File: src/rtl/lsu_mem_ctrl.sv
// RV32I load/store controller: decodes lb/lh/lw/lbu/lhu/sb/sh/sw, drives one RAM port, returns formatted load data.
// Define LSU_MISALIGN_TRAP_EN to fault misaligned half/word accesses instead of silently masking the low address bits.
module lsu_mem_ctrl #(
    parameter int ADDR_W  = 32,
    parameter int TAG_W   = 4,
    parameter int RAM_LAT = 1
) (
    input  logic              clk,
    input  logic              rst,
    input  logic              req_valid,
    output logic              req_ready,
    input  logic [31:0]       req_instr,
    input  logic [ADDR_W-1:0] req_addr,
    input  logic [31:0]       req_wdata,
    input  logic [TAG_W-1:0]  req_tag,
    output logic              resp_valid,
    input  logic              resp_ready,
    output logic [31:0]       resp_rdata,
    output logic [TAG_W-1:0]  resp_tag,
    output logic              resp_is_load,
    output logic              resp_err,
    output logic              resp_misalign,
    output logic              ram_en,
    output logic              ram_we,
    output logic [ADDR_W-3:0] ram_addr,
    output logic [3:0]        ram_be,
    output logic [2:0]        ram_mask,
    output logic [31:0]       ram_wdata,
    input  logic [31:0]       ram_rdata
);
    localparam int CNT_W = $clog2(RAM_LAT + 1);

    typedef enum logic [1:0] {IDLE, ACCESS, WAIT, RESP} state_t;

    state_t             state;
    logic [CNT_W-1:0]   cnt;
    logic [2:0]         lat_f3;
    logic [1:0]         lat_a;
    logic               lat_load;
    logic [TAG_W-1:0]   lat_tag;

    logic [6:0]  opcode;
    logic [2:0]  funct3;
    logic [1:0]  a;
    logic        is_load;
    logic        is_store;
    logic        legal;
    logic        misalign;
    logic [2:0]  mask;
    logic [3:0]  be;
    logic [31:0] wdata_rep;
    logic        unused_instr;

    assign opcode       = req_instr[6:0];
    assign funct3       = req_instr[14:12];
    assign a            = req_addr[1:0];
    assign unused_instr = ^{req_instr[31:15], req_instr[11:7]};

    always_comb begin
        is_load   = (opcode == 7'b0000011) &&
                    (funct3 inside {3'b000, 3'b001, 3'b010, 3'b100, 3'b101});
        is_store  = (opcode == 7'b0100011) &&
                    (funct3 inside {3'b000, 3'b001, 3'b010});
        legal     = is_load || is_store;
        mask      = 3'b111;
        be        = 4'b0000;
        wdata_rep = req_wdata;
        if (legal) begin
            case (funct3)
                3'b000:  mask = 3'b100;
                3'b001:  mask = 3'b101;
                3'b010:  mask = 3'b110;
                3'b100:  mask = 3'b000;
                3'b101:  mask = 3'b001;
                default: mask = 3'b111;
            endcase
            case (funct3[1:0])
                2'b00: begin
                    be        = 4'b0001 << a;
                    wdata_rep = {4{req_wdata[7:0]}};
                end
                2'b01: begin
                    be        = 4'b0011 << {a[1], 1'b0};
                    wdata_rep = {2{req_wdata[15:0]}};
                end
                default: be = 4'b1111;
            endcase
        end
    end

`ifdef LSU_MISALIGN_TRAP_EN
    assign misalign = legal && (((funct3[1:0] == 2'b01) && a[0]) ||
                                ((funct3[1:0] == 2'b10) && (a != 2'b00)));
`else
    assign misalign = 1'b0;
`endif

    // Lane selection uses only the bits the access size can legally address.
    logic [31:0] byte_sh;
    logic [31:0] half_sh;
    logic [31:0] ld_data;

    always_comb begin
        byte_sh = ram_rdata >> {lat_a, 3'b000};
        half_sh = ram_rdata >> {lat_a[1], 4'b0000};
        case (lat_f3)
            3'b000:  ld_data = {{24{byte_sh[7]}}, byte_sh[7:0]};
            3'b001:  ld_data = {{16{half_sh[15]}}, half_sh[15:0]};
            3'b100:  ld_data = {24'h000000, byte_sh[7:0]};
            3'b101:  ld_data = {16'h0000, half_sh[15:0]};
            default: ld_data = ram_rdata;
        endcase
    end

    always_ff @(posedge clk) begin
        if (rst) begin
            state         <= IDLE;
            cnt           <= '0;
            lat_f3        <= '0;
            lat_a         <= '0;
            lat_load      <= 1'b0;
            lat_tag       <= '0;
            req_ready     <= 1'b0;
            resp_valid    <= 1'b0;
            resp_rdata    <= '0;
            resp_tag      <= '0;
            resp_is_load  <= 1'b0;
            resp_err      <= 1'b0;
            resp_misalign <= 1'b0;
            ram_en        <= 1'b0;
            ram_we        <= 1'b0;
            ram_addr      <= '0;
            ram_be        <= '0;
            ram_mask      <= 3'b111;
            ram_wdata     <= '0;
        end else begin
            ram_en <= 1'b0;
            ram_we <= 1'b0;
            case (state)
                IDLE: begin
                    req_ready <= 1'b1;
                    if (req_valid && req_ready) begin
                        req_ready <= 1'b0;
                        ram_addr  <= req_addr[ADDR_W-1:2];
                        ram_be    <= be;
                        ram_mask  <= mask;
                        ram_wdata <= wdata_rep;
                        lat_f3    <= funct3;
                        lat_a     <= a;
                        lat_load  <= is_load;
                        lat_tag   <= req_tag;
                        // Faults skip the RAM entirely and answer on the next cycle.
                        if (!legal || misalign) begin
                            state         <= RESP;
                            resp_valid    <= 1'b1;
                            resp_rdata    <= '0;
                            resp_tag      <= req_tag;
                            resp_is_load  <= is_load;
                            resp_err      <= !legal;
                            resp_misalign <= misalign;
                        end else begin
                            state  <= ACCESS;
                            ram_en <= 1'b1;
                            ram_we <= is_store;
                        end
                    end
                end
                ACCESS: begin
                    if (lat_load) begin
                        state <= WAIT;
                        cnt   <= CNT_W'(RAM_LAT);
                    end else begin
                        state         <= RESP;
                        resp_valid    <= 1'b1;
                        resp_rdata    <= '0;
                        resp_tag      <= lat_tag;
                        resp_is_load  <= 1'b0;
                        resp_err      <= 1'b0;
                        resp_misalign <= 1'b0;
                    end
                end
                WAIT: begin
                    if (cnt == CNT_W'(1)) begin
                        state         <= RESP;
                        resp_valid    <= 1'b1;
                        resp_rdata    <= ld_data;
                        resp_tag      <= lat_tag;
                        resp_is_load  <= 1'b1;
                        resp_err      <= 1'b0;
                        resp_misalign <= 1'b0;
                    end else begin
                        cnt <= cnt - 1'b1;
                    end
                end
                RESP: begin
                    if (resp_ready) begin
                        state      <= IDLE;
                        resp_valid <= 1'b0;
                        req_ready  <= 1'b1;
                    end
                end
                default: state <= IDLE;
            endcase
        end
    end
endmodule

File: config.mk
export PLATFORM = sky130hd
export DESIGN_NAME = lsu_mem_ctrl
export DESIGN_NICKNAME = d
export VERILOG_FILES = /design/src/rtl/lsu_mem_ctrl.sv
export SDC_FILE = /design/constraint.sdc
export NUM_CORES = 1
export LEC_CHECK = 0
export ABC_AREA = 1
export CORE_MARGIN = 2
export CORE_UTILIZATION = 40
export CTS_BUF_LIST = sky130_fd_sc_hd__clkbuf_2
export DETAILED_ROUTE_END_ITERATION = 7
export DONT_BUFFER_PORTS = 1
export GPL_TIMING_DRIVEN = 0
export PLACE_DENSITY = 0.55
export SLEW_MARGIN = 20
export SYNTH_ARGS = -nofsm -noshare
export SYNTH_HDL_FRONTEND = slang
export SYNTH_SLANG_ARGS = --single-unit
export TNS_END_PERCENT = 50
File: constraint.sdc
create_clock -name clk -period 2.3 [get_ports clk]
set_input_delay 0.46 -clock clk [delete_from_list [all_inputs] [get_ports clk]]
set_output_delay 0.46 -clock clk [all_outputs]
set_load 0.02 [all_outputs]
==> metrics.md <==
| Metric | Value |
|---|---|
| Outcome | completed |
| DR DRC count | 0 |
| Leak pwr | 3.26 nW |
| Synth unique cells | 38 |
| I/O pin count | ~250 |
| Post-synthesis register bit count | 124 |
| CTS Buf Count | 17 |
| Via count | 6,177 |
| Initial DRC count | 294 |
| Max_cap viols | 0 |
| Core area | approximately 0.015 mm^2 |
| WP buf/inv | 4 |
| Port bufs | 0 |
| Gr ovfl total | 0 |
| Die Width | 127 um |
| Internal power | 4.19 mW |
| Main combinational cell family by area after synthesis | simple AND/OR/NAND/NOR gates |
| Adder-cell share of the synthesized area | 0.821% |
| Total Wirelength | 19,900 um |
| Global placer's final weighted congestion | 0.860 |
| Req. time, crit path | 2.88 ns |
| Post-synth ARST share | 0% |
| CP max-delay cell | dlygate4sd3_1 |
| Initial Util | 40.6% |
| Metal3 WL | between 1500 and 2000 um |
| Worst stage delay on the critical path | 0.59 ns |
| Power per Cell Area | 1050 mW/mm^2 |
| Proportion of power drawn by the clock network | 16.2% |
| Clk sinks | 124 |
| Total track usage | around a quarter |
| Final setup fails | 0 |
| Fill count | about 1,500 |
| Max_slew headroom | 56.6% |
| Area growth syn-to-layout | 24.7% |
| P_sw | 3.82 mW |
| Die height | 127 um |
| Synth warnings | 0 |
| Critical-path cell list | dlygate4sd3_1 > nand2_1 > nand3_2 > dlygate4sd3_1 > nor2_4 > o21ai_4 > inv_2 > nand2_2 > buf_4 > nand3_1 > a21oi_1 |
| Period utilization | roughly 94% |
| Max frequency | 463 MHz |
| Root buf cell | clkbuf_2 |
| Critical path fanouts, max | 10 |
| Storage cell area | 0.00248 mm^2 |
| Top layer in use | met4 |
| Gate power share | ~40% |
| CP dominant cell by count | dlygate4sd3_1 |
| Number of global-route vias before repair | 5,925 |
| Synth Area in XOR/XNOR | 0% |
| Maximum vdd drop | 0.391 mV |
| Global-route wire length before repair | about 31,000 um |
| CP Launch Type | primary input |
| Clock-pin slew on the worst setup and hold paths | approximately 0.19 ns |
| Tot Pwr | 8.01 mW |
| Final-stage net count | 1,181 |
| Slew Viols, Final | 0 |
| Simple-Gate Fraction of Synth Area | 27.6% |
| CTS tree | done |
| Post-DRT Antenna Nets | 0 |
| Mapped Area | just over 0.006 mm^2 |
| Min-Delay Path Class | primary input to flip-flop |
| Post-Syn Area per Cell | ~6.7 um^2 |
| Multiplexer area fraction after synthesis | 0.328% |
| Cells after Synth | 917 |
| Met2 WL post-DR | 9430 um |
| Area of the multi-input gates | 0.00288 mm^2 |
| Routed wire per std cell | 16.0 um |
| Share of cells above drive strength 1 | 9.01% |
| Crit path DAT | 2.74 ns |
| Compound-Gate Fraction of Synth Area | between 10% and 20% |
| Metal-1 WL | between 8000 and 9000 um |
| Worst-Skew Late Latency | between 0.7 and 0.8 ns |
| FP Rows | 45 |
| Unrepaired setup endpoints after global routing | no |
| Via-to-Cell Ratio | 4.97 |
| Switching portion of total power | approximately 48% |
| Most used DFF post-synth | dfxtp_1 |
| Worst-Margin Slew | approximately 0.65 ns |
| Endpoint kind of the worst setup timing path | flip-flop |
| Hold Violations, Final | 0 |
| Drt pass-1 iters | 5 |
| Post-synth EDFFs | 0 |
| Setup CP Type | primary input to flip-flop |
| Clock buffer depth | 2 |
| Reg power frac | 44.0% |
| Post-Syn Nets | roughly 1,100 |
| H-Tree Depth | 4 |
| Setup_tns | 0 ns |
| Post-layout min period | between 2 and 2.5 ns |
| Worst clock skew | 0.0527 ns |
| Critical path's top delay family | buffers and inverters |
| Largest net degree at the start of global routing | 17 |
| Hpwl dp | 14,300 um |
| Die Footprint | 0.0163 mm^2 |
| Antenna violations before repair | 1 |
| Seq/Total Area, Yosys | 40.7% |
layout by cell type, fill, tap and decap left out, types with 6 or more instances in the layout:
cell and count:
nand2_1 276, a21oi_1 132, dfxtp_1 124, inv_1 109, dlygate4sd3_1 106, nor2_1 57, nand3_1 52, o21ai_0 41
clkbuf_1 26, clkbuf_2 18, buf_2 17, or2_2 10, o21ai_1 10, a21oi_2 8, buf_4 6, buf_6 6
metrics by stage:
step	utilization (%)	std cells	cell area (um^2)	setup slack [ns]	hold WS, ns
after detailed placement	42.1	1105	6330	0.192	0.454
after floorplan	-	917	6100	0.632	0.429
final	50.6	1244	7610	0.142	0.0785
after CTS	50.6	1243	7600	0.135	0.000705
after global placement	42.1	1105	6330	0.198	0.445
after global routing	50.6	1244	7610	0.0643	0.00901
path summary, 6_finish.rpt:
path	from	to	slack, ns	depth (start not counted)
hold / removal	req_wdata[7]	ram_wdata[23]	0.08	4
hold reg to reg	lat_tag[0]	lat_tag[0]	0.48	2
setup / recovery	req_instr[12]	ram_wdata[31]	0.14	11
setup reg to reg	state[1]	ram_wdata[0]	0.23	9
flip-flops by register name (all words and copies together), names as in the netlist, 3 cells and up:
| signal | cells |
|---|---|
| ram_wdata | 32 |
| resp_rdata | 32 |
| ram_addr | 30 |
| lat_tag | 4 |
| ram_be | 4 |
| resp_tag | 4 |
| lat_f3 | 3 |
| ram_mask | 3 |
kinds of logic (layout without fill, tap and decap cells):
family	Yosys count	after routing
AO/OA/AOI/OAI	205	205
buffers and inverters	171	308
AND/OR/NAND/NOR	410	410
adder cells (fa/ha/maj)	4	4
flip-flops	124	124
multiplexers	2	2
other	1	3
worst reg2reg max path, cell delays in order (launching register included):
cell	delay (ns)
dfxtp_1	0.38
inv_1	0.10
ha_1	0.32
nand3_1	0.13
buf_2	0.22
inv_2	0.18
buf_4	0.23
buf_4	0.22
nand2_1	0.07
a21oi_1	0.14
synthesized netlist by cell type (2+ instances only):
cell type / n / area share (%)
a21oi_1: 132 / 11
a21oi_2: 8 / 1.1
and2_1: 2 / 0.21
buf_1: 3 / 0.18
buf_2: 17 / 1.4
buf_4: 6 / 0.74
buf_6: 6 / 1.1
clkbuf_1: 26 / 1.6
dfxtp_1: 124 / 41
ha_1: 4 / 0.82
inv_1: 109 / 6.7
inv_2: 3 / 0.18
mux2i_1: 2 / 0.33
nand2_1: 276 / 17
nand2_2: 2 / 0.21
nand3_1: 52 / 4.3
nand3_2: 2 / 0.33
nor2_1: 57 / 3.5
nor2_2: 3 / 0.31
o211ai_1: 3 / 0.37
o21ai_0: 41 / 3.4
o21ai_1: 10 / 0.82
o221ai_1: 4 / 0.57
or2_1: 2 / 0.21
or2_2: 10 / 1.0
timing repair:
action,in CTS,in global routing
buffers inserted,0,0
hold buffers,106,0
endpoints found under the hold margin,110,0
resized for setup,0,0
endpoints found under the setup margin,0,4
power by group through the flow:
stage	sequential, mW	combinational, mW	clock (mW)
floorplan	3.45	2.37	0
global placement	3.57	3.06	0
detailed placement	3.58	3.05	0
CTS	3.52	3.22	1.34
global route	3.58	3.69	1.43
finish	3.52	3.19	1.30
per-layer routing:
metal / global-route usage (%) / up-vias
met3: 7.45 / 27
met4: 9.44 / 0
met1: 29.3 / 2767
met2: 40.7 / 232
met5: 0 / -
li1: - / 3151
layout make-up:
| cell class | count | share of cell area (%) |
|---|---|---|
| Multi-Input combinational cell | 622 | 37.9 |
| Sequential cell | 124 | 32.6 |
| Timing Repair Buffer | 106 | 13.9 |
| Inverter | 113 | 5.61 |
| Buffer | 57 | 3.98 |
| Tap cell | 188 | 3.09 |
| Clock inverter | 14 | 1.56 |
| Clock buffer | 18 | 1.18 |
| Antenna cell | 2 | 0.0658 |
Power figures use the tool's default switching activity.
